--- src/rtl/microsequencer.sv ---
// Next-address logic and microstore index register for the microprogrammed
// control unit, with a memory-wait watchdog and an undefined-instruction trap.
module microsequencer #(
  parameter int unsigned         ADDR_W      = 7,
  parameter logic [ADDR_W-1:0]   RESET_ADDR  = 7'd0,
  parameter logic [ADDR_W-1:0]   FAULT_ADDR  = 7'd126,
  parameter logic [ADDR_W-1:0]   UNDEF_ADDR  = 7'd127,
  parameter int unsigned         MOC_TIMEOUT = 15
) (
  input  logic              clk,
  input  logic              reset,
  input  logic [2:0]        ns,
  input  logic              inv,
  input  logic [1:0]        cond_sel,
  input  logic [ADDR_W-1:0] cr,
  input  logic [ADDR_W-1:0] enc_addr,
  input  logic              undef,
  input  logic              moc,
  input  logic              cond_true,
  input  logic              irq,
  input  logic              stall,
  output logic [ADDR_W-1:0] index,
  output logic              waiting,
  output logic              mem_fault
);

  typedef enum logic [2:0] {
    NS_DECODE  = 3'b000,
    NS_FETCH   = 3'b001,
    NS_JUMP    = 3'b010,
    NS_INCR    = 3'b011,
    NS_CBRANCH = 3'b100,
    NS_CDECODE = 3'b101,
    NS_WAIT    = 3'b110,
    NS_IRQ     = 3'b111
  } ns_e;

  localparam logic [7:0] TRIP_COUNT = 8'(MOC_TIMEOUT - 1);

  ns_e               op;
  logic              src;
  logic              c;
  logic [ADDR_W-1:0] incr;
  logic [ADDR_W-1:0] decode_addr;
  logic [ADDR_W-1:0] next_index;
  logic [7:0]        count;
  logic [7:0]        next_count;
  logic              trap;

  assign op          = ns_e'(ns);
  assign incr        = index + 1'b1;
  assign decode_addr = undef ? UNDEF_ADDR : enc_addr;

  always_comb begin
    src = 1'b1;
    unique case (cond_sel)
      2'b00:   src = moc;
      2'b01:   src = cond_true;
      2'b10:   src = irq;
      default: src = 1'b1;
    endcase
  end

  assign c       = src ^ inv;
  assign waiting = (op == NS_WAIT) && !c;
  assign trap    = waiting && (count == TRIP_COUNT);

  always_comb begin
    next_index = index;
    unique case (op)
      NS_DECODE:  next_index = decode_addr;
      NS_FETCH:   next_index = RESET_ADDR;
      NS_JUMP:    next_index = cr;
      NS_INCR:    next_index = incr;
      NS_CBRANCH: next_index = c ? cr : incr;
      NS_CDECODE: next_index = c ? decode_addr : incr;
      NS_WAIT:    next_index = c ? incr : index;
      NS_IRQ:     next_index = irq ? cr : incr;
      default:    next_index = index;
    endcase
    // Watchdog expiry overrides the hold of a wait that never completed.
    if (trap) begin
      next_index = FAULT_ADDR;
    end
  end

  always_comb begin
    next_count = '0;
    if (waiting && !trap) begin
      next_count = (count == 8'hFF) ? count : count + 8'd1;
    end
  end

  always_ff @(posedge clk or negedge reset) begin
    if (!reset) begin
      index     <= RESET_ADDR;
      count     <= '0;
      mem_fault <= 1'b0;
    end else if (stall) begin
      mem_fault <= 1'b0;
    end else begin
      index     <= next_index;
      count     <= next_count;
      mem_fault <= trap;
    end
  end

endmodule
--- config.mk ---
export PLATFORM = sky130hd
export DESIGN_NAME = microsequencer
export DESIGN_NICKNAME = d
export VERILOG_FILES = /design/src/rtl/microsequencer.sv
export SDC_FILE = /design/constraint.sdc
export NUM_CORES = 1
export LEC_CHECK = 0
export CELL_PAD_IN_SITES_DETAIL_PLACEMENT = 0
export CELL_PAD_IN_SITES_GLOBAL_PLACEMENT = 1
export CORE_MARGIN = 3
export CORE_UTILIZATION = 30
export CTS_CLUSTER_DIAMETER = 50
export DETAILED_ROUTE_END_ITERATION = 7
export PLACE_DENSITY_LB_ADDON = 0.1
export SLEW_MARGIN = 40
export SYNTH_ARGS = -nofsm -noshare
export SYNTH_HDL_FRONTEND = slang
export SYNTH_SLANG_ARGS = --single-unit
--- constraint.sdc ---
create_clock -name clk -period 1.6 [get_ports clk]
set_input_delay 0.32 -clock clk [delete_from_list [all_inputs] [get_ports clk]]
set_output_delay 0.32 -clock clk [all_outputs]
set_load 0.005 [all_outputs]
# --- Word level (Yosys, flattened, before mapping) ---
# Index checks and enable logic that the tools add are counted.
totals:
  register_bits: 16
  input_bits: 27
  output_inout_bits: 9
  wordCells: 40
op_classes:
  add_sub_neg: 2
  eq_ne: 13
  mux: 11
  n_bitwise: 2
  reduce_logical: 9
op_table:
  columns: ["op", "n"]
  rows:
  - ["$pmux 7 s8", 1]
  - ["$mux 7", 6]
  - ["$mux 8", 2]
  - ["$eq 3x3->1 const B", 4]
  - ["$add 8x1->8 const B", 1]
  - ["$eq 8x4->1 const B", 1]
  - ["$eq 8x8->1 const B", 1]
  - ["$add 7x1->7 const B", 1]
  - ["$eq 3x2->1 const B", 2]
  - ["$reduce_and 2->1", 2]
  - ["$eq 3x1->1 const B", 1]
  - ["$logic_and 1x1->1", 3]
  - ["$logic_not 3->1", 1]
  - ["$ne 3x3->1 const B", 1]
  - ["$pmux 1 s3", 1]
  - ["$eq 2x1->1 const B", 1]
  - ["$eq 2x2->1 const B", 1]
  - ["$logic_not 1->1", 2]
  - ["$logic_not 2->1", 1]
  - ["$ne 2x2->1 const B", 1]
  - ["$mux 1", 1]
  - ["$not 1->1", 1]
  - ["$xor 1x1->1", 1]

# --- Logic depth before layout (Yosys ltp) ---
logic_depth:
  ltp_word: 10
  depth_mapped: 7
  depth_no_buf: 7

# --- Worst setup path before layout ---
# Ideal clock, no wire load.
synth_path:
  path_type: "input-to-reg"
  startpoint: "input port irq"
  endpoint: "register index[6]"
  setup_ps: 123
  arrival_time_ps: 1762
  required_time_ps: 1477
  setup_slack_ps: -285
  stages: 7
  path_buffers: 2
  cell_sequence: "clkbuf_2 -> or3b_4 -> o211a_2 -> nor3_4 -> a21oi_2 -> buf_6 -> o221a_1"
synth_via:
  elab_chain_cells: 7
  elab_cells_between_ends: 12
  classes_between: "eq/ne (1); mux (6); bitwise (1); reduce/logical (4)"
synth_rtl:
  columns: ["element", "line", "text"]
  rows:
  - ["start: declaration", "20", "input logic irq,"]
  - ["$pmux 1 s3 (*)", "56", "unique case (cond_sel)"]
  - ["$xor 1x1->1 (*)", "64", "assign c = src ^ inv;"]
  - ["$logic_not 1->1 (*)", "65", "assign waiting = (op == NS_WAIT) && !c;"]
  - ["$logic_and 1x1->1 (*)", "65", null]
  - ["named net waiting", "23", "output logic waiting,"]
  - ["$logic_and 1x1->1 (*)", "66", "assign trap = waiting && (count == TRIP_COUNT);"]
  - ["$ne 3x3->1 (no line)", null, null]
  - ["$reduce_and 2->1 (no line)", null, null]
  - ["end signal: assignment", "102", "index <= next_index;"]
  - ["end: declaration", "22", "output logic [ADDR_W-1:0] index,"]
# The timed path passes the listed nets; every way through them passes the cells marked *.
# A chain may end at the register's enable or synchronous reset.

# --- Worst setup path in the final report ---
layout_path:
  startpoint: "input port irq"
  endpoint: "register index[2]"
layout_via:
  elab_chain_cells: 7
  elab_cells_between_ends: 12
  classes_between: "eq/ne (1); mux (6); bitwise (1); reduce/logical (4)"
layout_rtl:
  columns: ["element", "line"]
  rows:
  - ["$pmux 1 s3", "56"]
  - ["$xor 1x1->1", "64"]
  - ["$logic_not 1->1", "65"]
  - ["$logic_and 1x1->1", "65"]
  - ["$logic_and 1x1->1", "66"]
  - ["$ne 3x3->1 (no line)", null]
  - ["$reduce_and 2->1 (no line)", null]
# Parallel ways exist; a longest one is shown, timed or not.

==> impl_results.md <==
- Antenna fix cells: 0
- Element type at the critical path end: register
- Max-Slew Margin vs Limit: 0.6685
- Largest net degree at the start of global routing: 17
- WP buf/inv: 4
- Max clock buf depth: 2
- Number of synthesis warnings: 0
- H-tree depth: 1
- Maximum clock rate: 0.5868 GHz
- Starting Density: 0.3182
- Syn Inst Count: 188
- CTS tree: done
- Top FF cell, synth: dfrtp_1
- Slowest CP cell: or3b_4
- Failing checks: setup timing
- Post-synth EDFFs: 0
- Later-pin clock latency in the skew report: 0.25 ns
- Initial antenna violation count: 0
- Vias in the first global route: 2072
- RSZ-0062 raised after global routing: yes
- CP Max Fanout: 5
- Register bit total from synthesis: 16
- Area of the multi-input gates: 0.001391 sq mm
- Async S/R FF share, synth: 1.000
- Routed wire length per instance: 15.90 microns
- Fill cell count: 415
- Clock-pin slew on the worst setup and hold paths: 0.07 ns
- First-pass GRT wire length: 9708 microns
- Sequential cell area: 402.9 sq um
- Final instance area: 0.003092 sq mm
- Yosys cell types: 62
- FP Rows: 25
- Hold Path Class: primary input to async pin
- Count of final hold-check violations: 0
- Post-DP Area: 0.002460 sq mm
- Pre-CTS setup slack: -0.8812 ns
- Max-slew violation count: 0
- Post-Syn Area per Cell: 8.206 sq um
- Ports: 36
- Die area: 0.006039 sq mm
- Syn nets: 218
- Min Tclk post-route: 1.704 ns
- Total track usage: 0.1972
- Fin nets: 343
- Worst EP required: 1.74 ns
- Crit start category: primary input
- Num CTS Buffers: 3
- DRT iter0 DRCs: 65
- Setup TNS: -0.5639 ns
- Initial DRT Pass Iterations: 4
- Die width: 77.71 microns
- Crit path cell chain: buf_8 > or3b_4 > o211a_4 > buf_6 > nor3_4 > buf_6 > a21oi_4 > buf_6 > o221a_4
- Via/cell ratio: 5.235
- Crit-path most repeated cell: buf_6
- Hpwl dp: 4415 microns
- Leak: 1.323 nW
- Core ar.: 0.004848 sq mm
- Clock skew: 0.003010 ns
- Peak supply drop: 0.3375 mV
- Setup-failing EPs final: 9
- # hold bufs at CTS: 0
- Period utilisation layout: 1.065
- Pwr Density: 569.5 mW/mm^2
- Layout overhead on the synthesized area: 100.4%
- Die Ht: 77.71 microns
- Port Buffers: 35
- Register area share after synthesis: 0.2595
- Post-route ant nets: 0
- Worst-Margin Slew: 0.4972 ns
- CP max stage delay: 0.40 ns
- RePlAce Congestion: 0.8471
- Root Driver: clkbuf_8
- CP delay by family, top: simple AND/OR/NAND/NOR gates
- Drt drc: 0
- Clk sinks: 16
- Share of layout cells above drive strength 1: 0.5417
- DR vias: 1984
- Status: complete, but fails checks
- Final global-route overflow total: 0
- Max Cap Viol: 0
- Setup ws final: -0.1043 ns
- Mapped cell area: 0.001543 sq mm
- Critical path class: primary input to register
- Critical Path AT: 1.85 ns
- Post-Route WL: 6026 microns
timing repair:
item / in CTS / in global routing
cloned: 2 / 0
setup endpoints to repair: 18 / 20
resized for setup: 72 / 60
pin swaps: 24 / 26
buffers inserted: 16 / 10
power breakdown:
part	total (mW)	switching (mW)	internal (mW)
registers	0.489	0.0448	0.444
clock network	0.366	0.147	0.219
logic	0.906	0.384	0.523
total	1.76	0.575	1.19
cell families (layout without fill, tap and decap cells):
family,count (synthesis),in the layout,synth area share
AND/OR/NAND/NOR,77,77,0.2652
AO/OA/AOI/OAI,63,63,0.3277
flip-flops,16,16,0.2595
buffers and inverters,16,140,0.04622
XOR/XNOR,10,10,0.05677
adder cells (fa/ha/maj),3,3,0.02433
multiplexers,3,3,0.02028
path summary, 6_finish.rpt:
check / to / startpoint / slack, ns / cells past startpoint
setup reg to reg: index[0]$_DFFE_PN0P_ / count[0]$_DFFE_PN0P_ / -0.09 / 7
setup / recovery: index[2]$_DFFE_PN0P_ / irq / -0.10 / 9
hold reg to reg: index[6]$_DFFE_PN0P_ / index[6]$_DFFE_PN0P_ / 0.62 / 1
hold / removal: count[5]$_DFFE_PN0P_ / reset / 0.38 / 2
min in group clk: index[6]$_DFFE_PN0P_ / index[6]$_DFFE_PN0P_ / 0.62 / 1
max in group asynchronous: index[4]$_DFFE_PN0P_ / reset / 1.01 / 2
layout by cell type (no fill, tap or decap), types with 3 or more instances in the layout:
master,instances
nand4_1,4
o211ai_1,5
buf_6,20
clkdlybuf4s50_1,22
buf_4,74
nor2_1,12
xor2_2,3
nor2_4,4
nand3_2,4
nor2_2,4
o21ai_0,10
nand3_1,6
inv_1,4
buf_2,4
clkbuf_8,4
xor2_1,7
a21oi_1,5
nand2_1,17
dfrtp_1,14
dlygate4sd2_1,4
registers in the layout (all words and copies together) (netlist names):
signal	count
index	7
mem_fault	1
count	8
synthesized netlist by cell type, types with 4 or more instances:
master | instances | area [sq um]
a21boi_0 | 4 | 30.03
a21oi_1 | 6 | 30.03
clkbuf_1 | 5 | 18.77
dfrtp_1 | 16 | 400.4
inv_1 | 6 | 22.52
nand2_1 | 19 | 71.32
nand3_1 | 10 | 50.05
nand4_1 | 4 | 25.02
nor2_1 | 20 | 75.07
o211ai_1 | 5 | 37.54
o21ai_0 | 11 | 55.05
xor2_1 | 10 | 87.58
final cells by class:
class                           instances  share of cell area
Multi-Input combinational cell        156              0.4500
Inverter                                6            0.007284
Clock buffer                            4             0.01781
Tap cell                               67             0.02711
Timing Repair Buffer                  130              0.3675
Sequential cell                        16              0.1303
through the flow:
step	total power [mW]	utilization	hold WS, ns	std cells
2_1_floorplan	0.7748	-	0.02441	188
3_3_place_gp	1.170	0.5074	0.5489	349
3_5_place_dp	1.175	0.5074	0.5540	349
4_1_cts	1.639	0.5745	0.3864	371
5_1_grt	1.870	0.6377	0.3987	379
6_report	1.761	0.6377	0.3835	379
per-layer routing:
| layer | vias to the layer above | wire length (microns) | GRT usage | part of all wire |
|---|---|---|---|---|
| li1 | 969 | - | - | - |
| met1 | 938 | 2508 | 0.2418 | 0.42 |
| met2 | 64 | 3124 | 0.3476 | 0.52 |
| met3 | 13 | 239 | 0.02784 | 0.040 |
| met4 | 0 | 153 | 0.07117 | 0.025 |
| met5 | - | 0 | 0 | 0 |
Note: power is estimated with default switching activity, not from simulation.
